<file path="config.mk">
export PLATFORM = sky130hd
export DESIGN_NAME = dflipflop_register_universal
export DESIGN_NICKNAME = d
export VERILOG_FILES = /design/src/rtl/dflipflop_register_universal.sv
export SDC_FILE = /design/constraint.sdc
export NUM_CORES = 1
export LEC_CHECK = 0
export CAP_MARGIN = 5
export CORE_MARGIN = 4
export CORE_UTILIZATION = 40
export DETAILED_ROUTE_END_ITERATION = 16
export PLACE_DENSITY = 0.86
export REMOVE_ABC_BUFFERS = 1
export SYNTH_ARGS = -nofsm -noshare
export SYNTH_HDL_FRONTEND = slang
export SYNTH_SLANG_ARGS = --single-unit
</file>
<file path="constraint.sdc">
create_clock -name input_clock1_clk_1 -period 3.15 [get_ports input_clock1_clk_1]
set_input_delay 0.945 -clock input_clock1_clk_1 [delete_from_list [all_inputs] [get_ports input_clock1_clk_1]]
set_output_delay 0.945 -clock input_clock1_clk_1 [all_outputs]
set_load 0.01 [all_outputs]
</file>
<file path="src/rtl/dflipflop_register_universal.sv">
// WIDTH-bit universal register: clock enable, synchronous reset to a parameter value,
// parallel load, shift/rotate both ways, up/down count with terminal count and sticky overflow.
module dflipflop_register_universal #(
    parameter int          WIDTH       = 4,
    parameter logic [31:0] RESET_VALUE = 32'd0
) (
    input  logic             input_clock1_clk_1,
    input  logic             input_push_button2_rst_2,
    input  logic             input_en,
    input  logic [2:0]       input_mode,
    input  logic [WIDTH-1:0] input_d,
    input  logic             input_sil,
    input  logic             input_sir,
    output logic [WIDTH-1:0] output_q,
    output logic [WIDTH-1:0] output_q_n,
    output logic             output_sol,
    output logic             output_sor,
    output logic             output_tc,
    output logic             output_ovf
);

    typedef enum logic [2:0] {
        MODE_HOLD  = 3'b000,
        MODE_LOAD  = 3'b001,
        MODE_SHL   = 3'b010,
        MODE_SHR   = 3'b011,
        MODE_ROL   = 3'b100,
        MODE_ROR   = 3'b101,
        MODE_UP    = 3'b110,
        MODE_DOWN  = 3'b111
    } mode_e;

    localparam logic [WIDTH-1:0] RST_Q = RESET_VALUE[WIDTH-1:0];
    localparam logic [WIDTH-1:0] ONES  = {WIDTH{1'b1}};
    localparam logic [WIDTH-1:0] ZERO  = {WIDTH{1'b0}};
    localparam logic [WIDTH-1:0] ONE   = {{(WIDTH-1){1'b0}}, 1'b1};

    logic [WIDTH-1:0] q_q, q_d;
    logic             ovf_q, ovf_d;
    mode_e            mode;

    assign mode = mode_e'(input_mode);

    always_comb begin
        q_d   = q_q;
        ovf_d = ovf_q;
        if (input_en) begin
            case (mode)
                MODE_HOLD: q_d = q_q;
                MODE_LOAD: begin
                    q_d   = input_d;
                    ovf_d = 1'b0;
                end
                MODE_SHL:  q_d = {q_q[WIDTH-2:0], input_sil};
                MODE_SHR:  q_d = {input_sir, q_q[WIDTH-1:1]};
                MODE_ROL:  q_d = {q_q[WIDTH-2:0], q_q[WIDTH-1]};
                MODE_ROR:  q_d = {q_q[0], q_q[WIDTH-1:1]};
                MODE_UP: begin
                    q_d = q_q + ONE;
                    if (q_q == ONES) ovf_d = 1'b1;
                end
                MODE_DOWN: begin
                    q_d = q_q - ONE;
                    if (q_q == ZERO) ovf_d = 1'b1;
                end
                default: q_d = q_q;
            endcase
        end
    end

    // Reset outranks the enable so a stalled stage can still be initialised.
    always_ff @(posedge input_clock1_clk_1) begin
        if (input_push_button2_rst_2) begin
            q_q   <= RST_Q;
            ovf_q <= 1'b0;
        end else begin
            q_q   <= q_d;
            ovf_q <= ovf_d;
        end
    end

    genvar gi;
    generate
        for (gi = 0; gi < WIDTH; gi++) begin : g_bits
            assign output_q[gi]   = q_q[gi];
            assign output_q_n[gi] = ~q_q[gi];
        end
    endgenerate

    assign output_sol = q_q[WIDTH-1];
    assign output_sor = q_q[0];
    assign output_ovf = ovf_q;
    // Terminal count looks ahead one edge so it can drive the next stage's enable.
    assign output_tc  = input_en & (((mode == MODE_UP)   && (q_q == ONES)) ||
                                    ((mode == MODE_DOWN) && (q_q == ZERO)));

endmodule
</file>
======== Word-level counts from Yosys, hierarchy flattened ========
Cells that the tools add are included.
storage, ports and cells
  register bits after elaboration ......... 5
  latch bits .............................. 0
  bits in writable memories ............... 0
  ROM bits ................................ 0
  input bits .............................. 12
  output and inout port bits .............. 12
  logic and storage cells ................. 32
  memories ................................ 0
cells by class
  add/subtract/negate cells ............... 2
  $mul .................................... 0
  divide/modulo/power cells ............... 0
  $lt $le $gt $ge ......................... 0
  eq/ne operators ......................... 10
  shifts and indexed selects .............. 0
  muxes and demuxes ....................... 4
  bitwise logic cells ..................... 6
  reductions and logical operators ........ 8
operator list
  kind                                                                count
  4-bit one-hot mux with 7 select lines                               1
  3-bit == test, second input constant                                4
  3-bit by 2-bit == test with 1-bit output, second input constant     2
  1-bit inverter                                                      5
  4-bit by 1-bit adder with 4-bit output, second input constant       1
  4-bit == test, second input constant                                1
  4-bit logical NOT                                                   1
  2-bit by 1-bit != test with 1-bit output, second input constant     2
  4-bit AND reduction                                                 1
  4-bit by 1-bit subtractor with 4-bit output, second input constant  1
  3-bit by 1-bit == test with 1-bit output, second input constant     1
  3-bit logical NOT                                                   1
  1-bit one-hot mux with 3 select lines                               1
  3-bit nonzero test                                                  1
  1-bit logical AND                                                   2
  1-bit two-way mux                                                   2
  2-bit AND reduction                                                 1
  1-bit AND                                                           1
  1-bit logical OR                                                    1

======== Depth between registers and ports, before layout ========
Gate-level depths: netlist of the first run.
  depth in word-level cells ............... 4
  gate-level depth with buffers ........... 9
  depth with buffers taken out ............ 7

======== Worst setup path after synthesis of the first run ========
Ideal clock, no wire load.
  kind .................................... input to output
  start point ............................. in input_mode[0]
  end point ............................... out output_tc
  data arrival time ....................... 1.684 ns
  data required time ...................... 2.205 ns
  setup slack ............................. 0.521 ns
  stages on the path ...................... 5
  buffers on the path ..................... 1
  cell sequence ........................... buf_6 and4b_1 and2_1 o21ai_2 nor2_1
on the way
  longest elaborated chain between the ends .. 4
  elaborated cells on any way between the ends .. 6
  classes of those cells .................. 2 x eq/ne; 1 x bitwise; 3 x reduce/logical
ends and longest elaborated chain
  what                                  line    RTL
  start: declaration                    10      input logic [2:0] input_mode,
  3-bit == test (on tied branches)      94, 95
  1-bit logical AND (on tied branches)  94, 95
  1-bit logical OR (*)                  94      assign output_tc = input_en & (((mode == MODE_UP) && (q_q == ONES)) ||
  1-bit AND (*)                         94
  end: declaration                      18      output logic output_tc,
Every way passes the cells marked *; elsewhere a longest branch is shown, timed or not.

======== Final worst setup path of the first run ========
Ends and elaborated chain as after synthesis.

==> flow_summary.rst, run 1 <==
.. list-table::
   :header-rows: 1

   * - Metric
     - Value
   * - Result of the run
     - completed
   * - Worst Hold Path Cells
     - 2
   * - Launching point of the worst reg2reg path
     - output_q[1]
   * - Average routed wire per standard cell
     - ~15 µm
   * - Max stage delay cell, worst path
     - dlygate4sd2_1
   * - Fill cell count
     - about 130
   * - Leak
     - between 0.0003 and 0.0004 µW
   * - Detailed placer's ending HPWL
     - 1170 µm
   * - Clock buffers created by TritonCTS
     - 3
   * - Proportion of synthesized chip area in sequential cells
     - 17.3%
   * - Sort of element at the start of the critical path
     - primary input
   * - Post-CTS Hold Fix Bufs
     - 0
   * - Total non-filler cell area in the finished layout
     - roughly 840 µm²
   * - Clock edge transition at the registers on the reported setup and hold paths
     - 50 ps
   * - CTS Root Buffer Type
     - clkbuf_4
   * - Clock tree from TritonCTS
     - built
   * - Total count of hold-check failures in the final report
     - 0
   * - Site row count
     - 13
   * - Reg-to-reg slack, setup
     - between 1500 and 2000 ps
   * - WP data arrival
     - ~2000 ps
   * - Pwr Density
     - ~310 nW/µm²
   * - Via count of the first global-routing pass
     - 600
   * - Dominant combinational cell family by area after synthesis
     - compound AO/OA/AOI/OAI gates
   * - Avg Cell Area, Syn
     - just over 8 µm²
   * - Cells along the critical path
     - dlygate4sd2_1 -> and4b_1 -> and2_1 -> o21ai_2 -> nor2_1 -> dlygate4sd2_1
   * - Final critical-path required period
     - 2970 ps
   * - Path class of the lowest-slack min-delay path
     - flop to flop
   * - Fraction of synthesis flops using an asynchronous set or reset pin
     - 0%
   * - Resized Gates After CTS
     - 2
   * - Number of max-cap violations
     - 0
   * - Synthesized netlist cell count
     - 71
   * - Number of distinct standard cells referenced by the synthesized netlist
     - 38
   * - Final worst path period share
     - between 90% and 100%
   * - Worst flop-to-flop path endpoint
     - output_q[2]
   * - Effective utilization at floorplan
     - a little over two fifths
   * - CP Capture Type
     - output pin
   * - Cells after DPL
     - ~110
   * - Routed via count divided by cell count
     - roughly 5.7
   * - Worst clock skew
     - about 6.4 ps
   * - DP Area
     - approximately 810 µm²
   * - Synth-to-layout area growth
     - 44.8%
   * - Crit path from
     - input_mode[0]
   * - Routability-driven placement congestion ratio
     - 0.839
   * - Cell Area, Synth
     - slightly below 600 µm²
   * - Share of layout cells above drive strength 1
     - between 15 and 20%
   * - Detailed-routing iteration count for the pre-antenna-repair pass
     - 4
   * - Die area
     - approximately 2100 µm²
   * - Count of flip-flops with a built-in enable after synthesis
     - 0
   * - Max incr delay on CP
     - ~270 ps
   * - RSZ-0062 raised after global routing
     - no
   * - Post-route setup slack
     - about 180 ps
   * - Worst Max-Slew Pin Slew
     - about 440 ps
   * - Maximum buffer depth of the clock tree
     - 2
   * - Wire length of the first global-routing pass
     - between 2000 and 3000 µm
   * - Post-CTS setup buffer count
     - 0
   * - IR Drop Worst-Case VDD
     - between 150 and 200 µV
   * - Count of synthesis-stage warnings from yosys
     - 0
   * - Synth area leader
     - dfxtp_1
   * - Core outline area
     - 1330 µm²
   * - Achievable Freq
     - between 0.3 and 0.4 GHz
   * - Share of cell area taken by muxes after synthesis
     - around 3.5%
   * - TritonCTS Sinks
     - 5
   * - Number of nets in the final layout
     - roughly 110
   * - Most common cell after layout, fill and taps aside
     - clkdlybuf4s50_1
   * - Total routed wirelength
     - between 1500 and 2000 µm
   * - Total number of vias
     - approximately 640
   * - Main synth FF type
     - dfxtp_1
   * - Number of setup violations in the final report
     - 0
   * - Setup crit end
     - output_tc
   * - Clock latency of the later-clocked register in the worst-skew pair
     - 250 ps
   * - Number of cells in the finished layout apart from fillers
     - 112
   * - Post-detailed-route DRC marker count
     - 0
   * - Antenna violations before repair
     - 0
   * - Top fanout value on the critical path
     - 3
   * - Largest net degree at the start of global routing
     - 18
   * - Number of cell instances on the worst register-to-register path
     - 6
   * - Relative slew margins
     - between 70% and 80%
   * - Required time worst endpoint
     - 2200 ps
   * - Pins Over Slew Limit
     - 0
   * - Number of buffers added on ports
     - 23
   * - Synthesized-area fraction occupied by adder cells
     - around 2.2%
   * - Complex-gate fraction of the synthesized area
     - between 30% and 40%
   * - Top area cells in the synthesized netlist
     - dfxtp_1 17%, a211oi_1 7.8%, buf_6 5.8%
   * - Y dimension of the die
     - roughly 46 µm
   * - Count of antenna-violating nets left after detailed routing
     - 0
   * - Simple logic cell fraction of the synthesized area
     - 24.5%
   * - Sum of overflow across all layers after global routing
     - 0
   * - Xor/xnor cell area share of the yosys netlist
     - roughly 3.0%
   * - Diodes inserted
     - 0
   * - Synthesis-stage register bit count
     - 5
   * - Top library cells by usage in the layout, fill and taps aside
     - 21 x clkdlybuf4s50_1, 7 x buf_4, 6 x inv_1, 6 x a211oi_1, 5 x dfxtp_1
   * - Detailed Route Iter0 Violations
     - 11
   * - Overall fraction of global-route tracks in use
     - between 15 and 20%
   * - Ports
     - 24
   * - Synth top area share
     - between 15 and 20%
   * - # H-tree levels
     - 1
   * - Most used cell, CP
     - dlygate4sd2_1
   * - Critical path start-end classification
     - primary input to output pin
   * - Die Width
     - roughly 46 µm
   * - Post-placement setup slack
     - -293 ps
==> kinds of logic (layout without fill, tap and decap cells) <==
family	count (synthesis)	count (layout)
compound gates	24	24
xor+xnor	2	2
fa+ha+maj	1	1
buf+inv	14	40
flops	5	5
mux	2	2
simple gates	23	23
==> layer usage <==
| layer | global-route usage [%] | wire length (µm) | share of wire (%) |
|---|---|---|---|
| met5 | 0 | 0 | 0 |
| met4 | 5.11 | 6 | 0.36 |
| met3 | 4.35 | 164 | 10 |
| met2 | 28.8 | 777 | 47 |
| met1 | 22.5 | 699 | 42 |
==> state kept, by name, summed over array words and instances (netlist names) <==
signal      count
output_ovf      1
output_q        4
==> synthesized netlist by cell type (3+ instances only) <==
cell type and number:
inv_1 6, a21oi_1 4, a211oi_1 6, buf_6 3, buf_4 3, nor2_1 4, nand2_1 3, nor3_1 3
nand2b_1 3, dfxtp_1 5
==> through the flow <==
stage	total power, µW	hold slack [ps]	utilization (%)	setup TNS [ps]
floorplan	122	520	-	0
global placement	183	505	61.0	-257
detailed placement	185	519	61.0	-293
CTS	260	526	62.8	0
global route	278	564	62.8	0
finish	262	525	62.8	0
==> worst min path at each step <==
stage	startpoint	to	slack (ps)
floorplan	output_ovf	output_ovf	520
global placement	output_ovf	output_ovf	510
detailed placement	output_ovf	output_ovf	520
CTS	output_ovf	output_ovf	530
global route	output_ovf	output_ovf	560
finish	output_ovf	output_ovf	530
==> final cells by class <==
type | instances | area (µm²) | area share [%]
Clock buffer | 4 | 26.3 | 3.14
Inverter | 6 | 22.5 | 2.69
Multi-Input combinational cell | 52 | 389 | 46.5
Sequential cell | 5 | 100 | 12.0
Tap cell | 15 | 18.8 | 2.24
Timing Repair Buffer | 30 | 280 | 33.5
==> worst max-delay path, delay by kind of cell <==
| kind | cells | cell delay (ps) |
|---|---|---|
| buf+inv | 2 | 520 |
| simple gates | 3 | 500 |
| compound gates | 1 | 70 |
==> power by group <==
group / total (µW) / internal, µW / switching (µW) / leakage (µW)
logic: 107 / 58.8 / 48.5 / 0.000270
registers: 76.4 / 68.3 / 8.08 / 0.0000411
clock network: 78.1 / 48.1 / 30.0 / 0.0000150
Power figures use the tool's default switching activity.
==> run 2, diff against run 1 <==
--- a/config.mk
+++ b/config.mk
@@ -9,6 +9,7 @@
 export CORE_MARGIN = 4
 export CORE_UTILIZATION = 40
 export DETAILED_ROUTE_END_ITERATION = 16
+export GPL_TIMING_DRIVEN = 0
 export PLACE_DENSITY = 0.86
 export REMOVE_ABC_BUFFERS = 1
 export SYNTH_ARGS = -nofsm -noshare
==> run 2 against run 1 <==
  * Die area unchanged
  * Critical path type unchanged
  * Largest cell class unchanged
  * Via count decreased by 2.3%
  * Sequential power increased by 2%
  * Register-to-register slack about the same
  * Global-route usage decreased by 1.6 points
  * Critical path depth unchanged
==> flow_summary.rst, run 2 (synthesis results as in run 1) <==
.. list-table::
   :header-rows: 1

   * - Metric
     - Value
   * - Result of the run
     - completed
   * - Count of antenna-violating nets left after detailed routing
     - 0
   * - Post-CTS setup buffer count
     - 0
   * - Core outline area
     - around 1300 µm²
   * - CTS Root Buffer Type
     - clkbuf_4
   * - Leak
     - between 0.0002 and 0.0003 µW
   * - Post-detailed-route DRC marker count
     - 0
   * - Wire length of the first global-routing pass
     - roughly 2500 µm
   * - Critical path start-end classification
     - primary input to output pin
   * - Worst clock skew
     - between 1 and 1.5 ps
   * - Number of max-cap violations
     - 0
   * - Flip-flop count of the largest register after layout
     - 4
   * - Clock tree from TritonCTS
     - built
   * - Diodes inserted
     - 0
   * - Number of setup violations in the final report
     - 0
   * - Number of nets in the final layout
     - approximately 100
   * - Final critical-path required period
     - about 3000 ps
   * - Top fanout value on the critical path
     - 18
   * - Achievable Freq
     - roughly 0.33 GHz
   * - Die area
     - approximately 2100 µm²
   * - CP Capture Type
     - output pin
   * - Overall fraction of global-route tracks in use
     - around 16%
   * - Detailed Route Iter0 Violations
     - 18
   * - Largest net degree at the start of global routing
     - 19
   * - Top library cells by usage in the layout, fill and taps aside
     - 18 x clkdlybuf4s50_1, 6 x inv_1, 6 x a211oi_1
   * - Total count of hold-check failures in the final report
     - 0
   * - Most common cell after layout, fill and taps aside
     - clkdlybuf4s50_1
   * - Sum Neg Setup Slack
     - 0 ps
   * - Effective utilization at floorplan
     - between 40% and 50%
   * - Maximum buffer depth of the clock tree
     - 2
   * - Clock latency of the later-clocked register in the worst-skew pair
     - 240 ps
   * - Clock edge transition at the registers on the reported setup and hold paths
     - 40 ps
   * - Average routed wire per standard cell
     - 14.6 µm
   * - Y dimension of the die
     - approximately 46 µm
   * - Sum of overflow across all layers after global routing
     - 0
   * - Site row count
     - 13
   * - Die Width
     - ~46 µm
   * - Relative slew margins
     - a little under three quarters
   * - Detailed placer's ending HPWL
     - approximately 1100 µm
   * - DP Area
     - roughly 760 µm²
   * - Required time worst endpoint
     - 2200 ps
   * - Antenna violations before repair
     - 0
   * - TritonCTS Sinks
     - 5
   * - WP data arrival
     - between 2000 and 2500 ps
   * - Total routed wirelength
     - between 1500 and 2000 µm
   * - Pwr Density
     - about 320 nW/µm²
   * - Ports
     - 24
   * - Synth-to-layout area growth
     - 35.7%
   * - Detailed-routing iteration count for the pre-antenna-repair pass
     - 4
   * - Clock buffers created by TritonCTS
     - 3
   * - Routed via count divided by cell count
     - 5.97
   * - Total number of vias
     - between 600 and 700
   * - Final worst path period share
     - a little over nine tenths
   * - Via count of the first global-routing pass
     - around 570
   * - Path class of the lowest-slack min-delay path
     - flop to flop
   * - Total non-filler cell area in the finished layout
     - just under 800 µm²
   * - Share of layout cells above drive strength 1
     - 13.3%
   * - Worst Max-Slew Pin Slew
     - 427 ps
   * - Pins Over Slew Limit
     - 0
   * - # H-tree levels
     - 1
   * - RSZ-0062 raised after global routing
     - no
   * - IR Drop Worst-Case VDD
     - 205 µV
   * - Post-CTS Hold Fix Bufs
     - 0
   * - Routability-driven placement congestion ratio
     - just over 0.8
   * - Resized Gates After CTS
     - 14
   * - Number of buffers added on ports
     - 23
   * - Sort of element at the start of the critical path
     - primary input
-- run 2: changes by cell type in the layout (fill, tap and decap cells not counted) --
cell | before | now
buf_4 | 7 | 1
clkdlybuf4s50_1 | 21 | 18
clkdlybuf4s15_2 | 0 | 2
-- run 2: final timing paths --
kind                       from     endpoint  slack [ps]  depth (start not counted)
setup / recovery  input_mode[0]    output_tc         160                          6
hold reg to reg      output_ovf   output_ovf         530                          2
hold / removal       output_ovf   output_ovf         530                          2
setup reg to reg    output_q[1]  output_q[2]        1600                          6
-- run 2: layout make-up --
| class | count | area (µm²) |
|---|---|---|
| inverters | 6 | 22.5 |
| clock buffers | 4 | 26.3 |
| flip-flops and latches | 5 | 100 |
| repair buffers | 23 | 228 |
| well taps | 15 | 18.8 |
| fillers | 134 | 549 |
| multi-input cells | 52 | 389 |
-- run 2: critical path, stage by stage --
cell and delay [ps]:
buf_4 190, and4b_1 230, and2_1 160, o21ai_2 170
nor2_1 60, dlygate4sd2_1 280
-- run 2: stage by stage --
stage / hold WS [ps] / power (µW) / cells / utilization (%) / setup WS (ps)
after floorplan: 520 / 122 / 63 / - / 642
after global placement: 499 / 175 / 101 / 57.0 / -733
after detailed placement: 522 / 177 / 101 / 57.0 / -746
after CTS: 528 / 253 / 105 / 58.8 / 157
after global routing: 563 / 268 / 105 / 58.8 / 78.3
final: 527 / 248 / 105 / 58.8 / 164
-- run 2: routing by layer --
metal / wire, µm / share of wire (%) / GRT usage, % / vias to the layer above
li1: - / - / - / 304
met1: 648 / 42 / 21.5 / 287
met2: 676 / 44 / 22.3 / 34
met3: 195 / 13 / 6.72 / 2
met4: 12 / 0.78 / 6.25 / 0
met5: 0 / 0 / 0 / -
-- run 2: where the power goes --
group,total (µW),switching [µW],internal [µW]
Sequential,78.2,9.76,68.4
Combinational,96.7,45.0,51.6
Clock,73.5,25.7,47.8
